<file path="src/rtl/rhd_pkg.sv">
`default_nettype none
// ============================================================================
//  Module   : rhd_pkg
//  Purpose  : Shared opcodes, slot-type and FSM-state types for the RHD
//             convert sequencer.
//  Revision : 1.0  initial release
// ============================================================================
package rhd_pkg;

    localparam logic [1:0]  OP_CONVERT = 2'b00;
    localparam logic [1:0]  OP_READ    = 2'b11;
    localparam logic [5:0]  REG_DUMMY  = 6'd63;
    localparam logic [15:0] CMD_DUMMY  = {OP_READ, REG_DUMMY, 8'h00};

    typedef enum logic [1:0] {
        SLOT_CONVERT = 2'd0,
        SLOT_AUX     = 2'd1,
        SLOT_FLUSH   = 2'd2
    } slot_t;

    typedef enum logic [1:0] {
        ST_IDLE  = 2'd0,
        ST_START = 2'd1,
        ST_WAIT  = 2'd2
    } state_t;

    function automatic logic [15:0] convert_cmd(input logic [5:0] ch);
        return {OP_CONVERT, ch, 8'h00};
    endfunction

endpackage
`default_nettype wire

</file>
<file path="src/rtl/rhd_tag_pipe.sv">
`default_nettype none
// ============================================================================
//  Module   : rhd_tag_pipe
//  Purpose  : Two-deep shift of {slot type, channel} so each MISO word can be
//             matched to the command issued two transfers earlier.
//  Revision : 1.0  initial release
// ============================================================================
module rhd_tag_pipe
    import rhd_pkg::*;
#(
    parameter int CH_W = 6
) (
    input  logic            clk,
    input  logic            rstn,
    input  logic            i_clear,
    input  logic            i_advance,
    input  slot_t           i_type,
    input  logic [CH_W-1:0] i_ch,
    output slot_t           o_type,
    output logic [CH_W-1:0] o_ch
);

    slot_t           r_type0;
    slot_t           r_type1;
    logic [CH_W-1:0] r_ch0;
    logic [CH_W-1:0] r_ch1;

    // Empty entries read as FLUSH so the first two results of a frame drop out.
    always_ff @(posedge clk or negedge rstn) begin
        if (!rstn) begin
            r_type0 <= SLOT_FLUSH;
            r_type1 <= SLOT_FLUSH;
            r_ch0   <= '0;
            r_ch1   <= '0;
        end else if (i_clear) begin
            r_type0 <= SLOT_FLUSH;
            r_type1 <= SLOT_FLUSH;
            r_ch0   <= '0;
            r_ch1   <= '0;
        end else if (i_advance) begin
            r_type1 <= r_type0;
            r_ch1   <= r_ch0;
            r_type0 <= i_type;
            r_ch0   <= i_ch;
        end
    end

    assign o_type = r_type1;
    assign o_ch   = r_ch1;

endmodule
`default_nettype wire

</file>
<file path="src/rtl/rhd_convert_sequencer.sv">
`default_nettype none
// ============================================================================
//  Module   : rhd_convert_sequencer
//  Purpose  : Issues one frame of CONVERT commands (+ optional aux slot and
//             two flush reads) to rhd_spi_master per sample tick, and tags the
//             pipelined results. Aux slot enabled by macro RHD_SEQ_AUX_EN.
//  Revision : 1.0  initial release
// ============================================================================
module rhd_convert_sequencer
    import rhd_pkg::*;
#(
    parameter int MAX_CH = 32,
    parameter int CH_W   = 6
) (
    input  logic            clk,
    input  logic            rstn,
    input  logic            enable,
    input  logic            frame_trig,
    input  logic [CH_W-1:0] num_channels,
    output logic            spi_start,
    output logic [15:0]     spi_data_in,
    input  logic            spi_done,
    input  logic [15:0]     spi_rx,
    output logic            sample_valid,
    output logic [CH_W-1:0] sample_channel,
    output logic [15:0]     sample_data,
    input  logic [15:0]     aux_cmd,
    output logic            aux_valid,
    output logic [15:0]     aux_data,
    output logic            frame_done,
    output logic            overrun
);

    localparam int c_K_W = CH_W + 1;
    localparam logic [c_K_W-1:0] c_MAX_N = c_K_W'(MAX_CH);
`ifdef RHD_SEQ_AUX_EN
    localparam logic [c_K_W-1:0] c_TAIL = c_K_W'(3);
`else
    localparam logic [c_K_W-1:0] c_TAIL = c_K_W'(2);
`endif

    state_t           r_state;
    state_t           w_next_state;
    logic [c_K_W-1:0] r_k;
    logic [c_K_W-1:0] r_n;
    logic [c_K_W-1:0] r_len;
    logic [c_K_W-1:0] w_n_clamped;
    logic [c_K_W-1:0] w_k_next;
    logic [15:0]      r_cmd;
    logic [15:0]      w_aux_cmd_q;
    logic             w_accept;
    logic             w_last;
    logic             w_done_slot;
    slot_t            w_cur_type;
    slot_t            w_next_type;
    slot_t            w_tag_type;
    logic [CH_W-1:0]  w_tag_ch;

    function automatic slot_t slot_of(input logic [c_K_W-1:0] k,
                                      input logic [c_K_W-1:0] n);
        if (k < n) return SLOT_CONVERT;
`ifdef RHD_SEQ_AUX_EN
        if (k == n) return SLOT_AUX;
`endif
        return SLOT_FLUSH;
    endfunction

    function automatic logic [15:0] slot_cmd(input slot_t t,
                                             input logic [c_K_W-1:0] k,
                                             input logic [15:0] aux);
        case (t)
            SLOT_CONVERT: return convert_cmd(k[5:0]);
            SLOT_AUX:     return aux;
            default:      return CMD_DUMMY;
        endcase
    endfunction

    assign w_n_clamped = ({1'b0, num_channels} > c_MAX_N) ? c_MAX_N : {1'b0, num_channels};
    assign w_k_next    = r_k + c_K_W'(1);
    assign w_last      = (w_k_next == r_len);
    assign w_done_slot = (r_state == ST_WAIT) && spi_done;
    assign w_cur_type  = slot_of(r_k, r_n);
    assign w_next_type = slot_of(w_k_next, r_n);

    always_ff @(posedge clk or negedge rstn) begin
        if (!rstn) begin
            r_state <= ST_IDLE;
        end else begin
            r_state <= w_next_state;
        end
    end

    // frame_done and overrun are decoded in the spi_done/trig cycle itself,
    // so a trigger coinciding with frame_done still sees a busy FSM.
    always_comb begin
        w_next_state = r_state;
        w_accept     = 1'b0;
        spi_start    = 1'b0;
        frame_done   = 1'b0;
        overrun      = 1'b0;
        case (r_state)
            ST_IDLE: begin
                if (frame_trig && enable && (num_channels != '0)) begin
                    w_accept     = 1'b1;
                    w_next_state = ST_START;
                end
            end
            ST_START: begin
                spi_start    = 1'b1;
                w_next_state = ST_WAIT;
            end
            ST_WAIT: begin
                if (spi_done) begin
                    if (w_last) begin
                        frame_done   = 1'b1;
                        w_next_state = ST_IDLE;
                    end else begin
                        w_next_state = ST_START;
                    end
                end
            end
            default: w_next_state = ST_IDLE;
        endcase
        if (frame_trig && (r_state != ST_IDLE)) begin
            overrun = 1'b1;
        end
    end

    always_ff @(posedge clk or negedge rstn) begin
        if (!rstn) begin
            r_k            <= '0;
            r_n            <= '0;
            r_len          <= '0;
            r_cmd          <= '0;
            sample_valid   <= 1'b0;
            sample_channel <= '0;
            sample_data    <= '0;
        end else begin
            sample_valid <= 1'b0;
            if (w_accept) begin
                r_k   <= '0;
                r_n   <= w_n_clamped;
                r_len <= w_n_clamped + c_TAIL;
                r_cmd <= convert_cmd(6'd0);
            end else if (w_done_slot) begin
                if (w_last) begin
                    r_k <= '0;
                end else begin
                    r_k   <= w_k_next;
                    r_cmd <= slot_cmd(w_next_type, w_k_next, w_aux_cmd_q);
                end
                if (w_tag_type == SLOT_CONVERT) begin
                    sample_valid   <= 1'b1;
                    sample_channel <= w_tag_ch;
                    sample_data    <= spi_rx;
                end
            end
        end
    end

    assign spi_data_in = r_cmd;

    rhd_tag_pipe #(
        .CH_W (CH_W)
    ) u_tag_pipe (
        .clk       (clk),
        .rstn      (rstn),
        .i_clear   (w_accept),
        .i_advance (w_done_slot),
        .i_type    (w_cur_type),
        .i_ch      (r_k[CH_W-1:0]),
        .o_type    (w_tag_type),
        .o_ch      (w_tag_ch)
    );

`ifdef RHD_SEQ_AUX_EN
    logic [15:0] r_aux_cmd;

    always_ff @(posedge clk or negedge rstn) begin
        if (!rstn) begin
            r_aux_cmd <= '0;
            aux_valid <= 1'b0;
            aux_data  <= '0;
        end else begin
            aux_valid <= 1'b0;
            if (w_accept) begin
                r_aux_cmd <= aux_cmd;
            end
            if (w_done_slot && (w_tag_type == SLOT_AUX)) begin
                aux_valid <= 1'b1;
                aux_data  <= spi_rx;
            end
        end
    end

    assign w_aux_cmd_q = r_aux_cmd;
`else
    logic w_unused_aux;

    assign w_unused_aux = ^aux_cmd;
    assign w_aux_cmd_q  = 16'h0000;
    assign aux_valid    = 1'b0;
    assign aux_data     = 16'h0000;
`endif

endmodule
`default_nettype wire

</file>
<file path="config.mk">
export PLATFORM = sky130hd
export DESIGN_NAME = rhd_convert_sequencer
export DESIGN_NICKNAME = d
export VERILOG_FILES = /design/src/rtl/rhd_pkg.sv /design/src/rtl/rhd_tag_pipe.sv /design/src/rtl/rhd_convert_sequencer.sv
export SDC_FILE = /design/constraint.sdc
export NUM_CORES = 1
export LEC_CHECK = 0
export CORE_MARGIN = 1
export CORE_UTILIZATION = 51
export CTS_CLUSTER_SIZE = 28
export DETAILED_ROUTE_END_ITERATION = 12
export HOLD_SLACK_MARGIN = 0.06
export PLACE_DENSITY = 0.86
export SYNTH_ARGS = -nofsm -noshare
export SYNTH_HDL_FRONTEND = slang
export SYNTH_SLANG_ARGS = --single-unit
</file>
<file path="constraint.sdc">
create_clock -name clk -period 6.3 [get_ports clk]
set_input_delay 0.63 -clock clk [delete_from_list [all_inputs] [get_ports clk]]
set_output_delay 0.63 -clock clk [all_outputs]
set_load 0.05 [all_outputs]
</file>
==> out/results.env <==
STATUS='finished, final reports clean'
CTS-BUFFERS-INSERTED=9
POSTROUTEWIRELENGTH_UM=6400
ROUTED-VIA-COUNT=2384
GRT_START_MAX_NET_PINS=66
FINISH.CELL_COUNT_WITHOUT_FILLERS=456
FINAL.MIN_CLOCK_PERIOD_NS=3.80
AVGVIACOUNTPERCELL=5.23
CLOCK_SKEW_NS=0.00929
CTS.ROOT.BUFFER_CELL='sky130_fd_sc_hd__clkbuf_8'
WORST_R2R_STARTPOINT='r_k[1]'
START_UTIL=0.526
GRT_ANTENNA_BEFORE_REPAIR=0
CTS.HOLD.BUFFERS_ADDED=0
CLOCKBUFFERDEPTH=2
DETAILEDPLACEMENTHPWL_UM=4380
WHS_NS=0.456
GRT_SETUP_UNREPAIRED='false'
PORT_BUFFERS=60
SHARE_OF_LAYOUT_CELLS_ABOVE_DRIVE_STRENGTH_1=0.156
FIN_NETS=431
FIN_AREA_UM2=4110
REPORT.FINAL.HOLD_VIOL_COUNT=0
SEQ_AREA_FRAC_SYNTH=0.487
FINALPOWER_mW=1.88
POWER.STATIC_LEAKAGE_nW=1.85
DIE_X_UM=83.0
CTS_TREE='built'
CRIT_PATH_END_KIND='output pin'
GRT_USE_TOTAL=0.201
FINAL_UTIL=0.647
TIMING.CRITICAL_PATH.FANOUT_MAX=5
SYNTH_CELLS=316
SLEW-LIMIT-HEADROOM=0.276
PLACEMENT.SETUP.WORST_SLACK_NS=2.88
COUNT_OF_INSERTED_ANTENNA_DIODE_CELLS=0
FIRSTDRTPASSITERS=4
TOTAL_GRT_OVERFLOW=0
MAXIMUM_OPERATING_FREQUENCY_MHz=263
AREA_GROWTH_PCT=23.0
CRITICAL_PATH.MOST_COMMON_CELL='sky130_fd_sc_hd__xnor2_1'
IR_WORST_VDD_V=0.000293
CTS-HTREE-LEVELS=3
CLOCK_LATENCY_NS=0.34
SYNTH_EDF_COUNT=0
HOLD_CLASS='input port to async pin'
YOSYSTOPAREACELLSHARE=0.472
FINAL_CRITICAL_PATH_SETUP_SLACK_NS=2.50
DPL-INSTANCE-AREA_UM2=3860
IOPINCOUNT=102
TIMING.FINAL.MAX_SLEW_VIOLATIONS=0
WP_DATA_REQUIRED_NS=5.67
WORST_PATH_MAX_DELAY_CELL='sky130_fd_sc_hd__clkdlybuf4s50_1'
SYNTH_TOP_CELL_BY_AREA='sky130_fd_sc_hd__dfrtp_1'
AVGROUTEDWIREPERCELL_UM=14.0
WORST_SLEW_PIN_SLEW_NS=1.09
WORSTSETUPSTARTPOINTTYPE='register'
DETAIL_ROUTE.DRC_VIOLATIONS=0
SYNTHMOSTINSTANTIATEDCELL='sky130_fd_sc_hd__dfrtp_1'
AVGSYNTHCELLAREA_UM2=10.6
CRIT_PATH_START='r_k[1]'
LAYOUT.FILLER_CELLS=517
NETLIST-CELL-TYPE-COUNT=45
PLACE_INST=440
GP_CONGESTION=0.874
POST_CTS_BUFFERS=0
WORST-SETUP-PATH-TYPE='register to output pin'
FP.COREAREA_UM2=6350
TIMING.MAX_CAP.VIOLATIONS=0
CELL_AREA_AFTER_TECHNOLOGY_MAPPING_UM2=3340
NETLIST_TOP_CELLS_AREA='sky130_fd_sc_hd__dfrtp_1 (47%), sky130_fd_sc_hd__mux2_2 (8.1%), sky130_fd_sc_hd__buf_4 (5.8%), sky130_fd_sc_hd__ha_1 (5.2%), sky130_fd_sc_hd__nand2_1 (4.9%)'
WORST_EP_ARRIVAL_TIME_NS=3.17
PATH_CELLS='ha_1, nand3_2, xnor2_1, xnor2_1, nand4b_1, or2_1, nor2_1, clkdlybuf4s50_1'
FINAL.SETUP.TNS_NS=0
PWR_CELL_AREA_nW_PER_UM2=457
COUNT_OF_SYNTHESIS_STAGE_WARNINGS_FROM_YOSYS=0
FINALSETUPVIOLATIONS=0
VIAS_IN_THE_FIRST_GLOBAL_ROUTE=2320
CLOCK_PIN_SLEW_ON_THE_WORST_SETUP_AND_HOLD_PATHS_NS=0.08
CTS_SINKS=65
YS_TOP_CELLS_BY_COUNT='sky130_fd_sc_hd__dfrtp_1 (63), sky130_fd_sc_hd__nand2_1 (44), sky130_fd_sc_hd__buf_4 (26), sky130_fd_sc_hd__o21ai_0 (26), sky130_fd_sc_hd__mux2_2 (24)'
SYNTH.FF_LATCH_COUNT=65
SYNTH-MAIN-FF-CELL='sky130_fd_sc_hd__dfrtp_1'
ASYNC_SET_OR_RESET_FLOP_FRACTION_IN_THE_SYNTHESIZED_NETLIST=1.00
CTS_RESIZED=0
WORST_PATH_LARGEST_CELL_DELAY_NS=0.83
DIE-AREA_UM2=6880
WIRE_LENGTH_OF_THE_FIRST_GLOBAL_ROUTING_PASS_UM=10900
PERIOD_SHARE=0.603
DETAIL_ROUTE.ITER0.VIOLATIONS=128
ANT_NETS=0
DIEHEIGHT_UM=83.0
NUM_ROWS=29
-- where the power goes --
| group | leakage [nW] | switching [mW] | internal, mW |
|---|---|---|---|
| registers | 0.860 | 0.0745 | 0.540 |
| logic | 0.869 | 0.521 | 0.301 |
| clock network | 0.124 | 0.175 | 0.267 |
| total | 1.85 | 0.771 | 1.11 |
-- worst paths after layout --
path                       cells past startpoint  slack, ns            endpoint
setup / recovery                               8       2.50          frame_done
max in group asynchronous                      2       5.33              r_k[3]
min in group clk                               2       0.48  u_tag_pipe.o_ch[3]
hold / removal                                 2       0.46     sample_data[15]
hold reg to reg                                2       0.48  u_tag_pipe.o_ch[3]
setup reg to reg                               9       3.69      spi_data_in[8]
-- layout by cell type, fill, tap and decap left out, types with 2 or more instances in the layout --
cell	n
sky130_fd_sc_hd__dfrtp_1	63
sky130_fd_sc_hd__clkdlybuf4s50_1	59
sky130_fd_sc_hd__nand2_1	44
sky130_fd_sc_hd__o21ai_0	26
sky130_fd_sc_hd__conb_1	25
sky130_fd_sc_hd__mux2_2	24
sky130_fd_sc_hd__nand3_1	15
sky130_fd_sc_hd__ha_1	14
sky130_fd_sc_hd__nor2_1	12
sky130_fd_sc_hd__a21oi_1	10
sky130_fd_sc_hd__clkbuf_8	9
sky130_fd_sc_hd__nor2b_1	8
sky130_fd_sc_hd__inv_1	7
sky130_fd_sc_hd__xnor2_1	7
sky130_fd_sc_hd__xor2_1	4
sky130_fd_sc_hd__nor3_1	3
sky130_fd_sc_hd__o21a_1	3
sky130_fd_sc_hd__o21ai_1	3
sky130_fd_sc_hd__bufinv_16	3
sky130_fd_sc_hd__buf_4	3
sky130_fd_sc_hd__nand3_2	2
sky130_fd_sc_hd__nand3b_1	2
sky130_fd_sc_hd__or2_1	2
sky130_fd_sc_hd__o21ai_2	2
sky130_fd_sc_hd__nand2b_1	2
sky130_fd_sc_hd__clkinv_4	2
sky130_fd_sc_hd__inv_6	2
sky130_fd_sc_hd__dfstp_2	2
-- layer usage --
metal / up-vias / part of all wire / track usage
li1: 1136 / - / -
met4: 0 / 0.019 / 0.0940
met2: 87 / 0.49 / 0.335
met3: 15 / 0.053 / 0.0398
met1: 1146 / 0.44 / 0.253
met5: - / 0 / 0
-- cell families after synthesis --
kind of cell | synth area share
AO/OA/AOI/OAI | 0.0842
XOR/XNOR | 0.0490
adder cells (fa/ha/maj) | 0.0524
buffers and inverters | 0.0943
flip-flops | 0.487
multiplexers | 0.0809
other | 0.00112
AND/OR/NAND/NOR | 0.151
-- flip-flops by register name (all words and copies together), names as in the netlist --
| name | flops |
|---|---|
| u_tag_pipe.r_type0 | 1 |
| r_state | 2 |
| sample_data | 16 |
| r_n | 5 |
| spi_data_in | 7 |
| r_len | 7 |
| u_tag_pipe.r_ch0 | 6 |
| u_tag_pipe.o_type | 1 |
| u_tag_pipe.o_ch | 6 |
| r_k | 7 |
| sample_valid | 1 |
| sample_channel | 6 |
-- worst max-delay path, delay by kind of cell, from the launching register on --
family,cells,cell delay (ns)
DFF,1,0.46
and+or+nand+nor,4,0.71
buffers and inverters,1,0.83
xor gates and xnor gates,2,0.53
adders and majority gates,1,0.30
-- cell type report --
cell class | instances | area [um^2] | area share
Clock buffer | 9 | 124 | 0.0301
Inverter | 7 | 26.3 | 0.00639
Clock inverter | 7 | 125 | 0.0305
Tap cell | 77 | 96.3 | 0.0234
Multi-Input combinational cell | 228 | 1490 | 0.363
Timing Repair Buffer | 63 | 618 | 0.150
Sequential cell | 65 | 1630 | 0.396
Power figures use the tool's default switching activity.
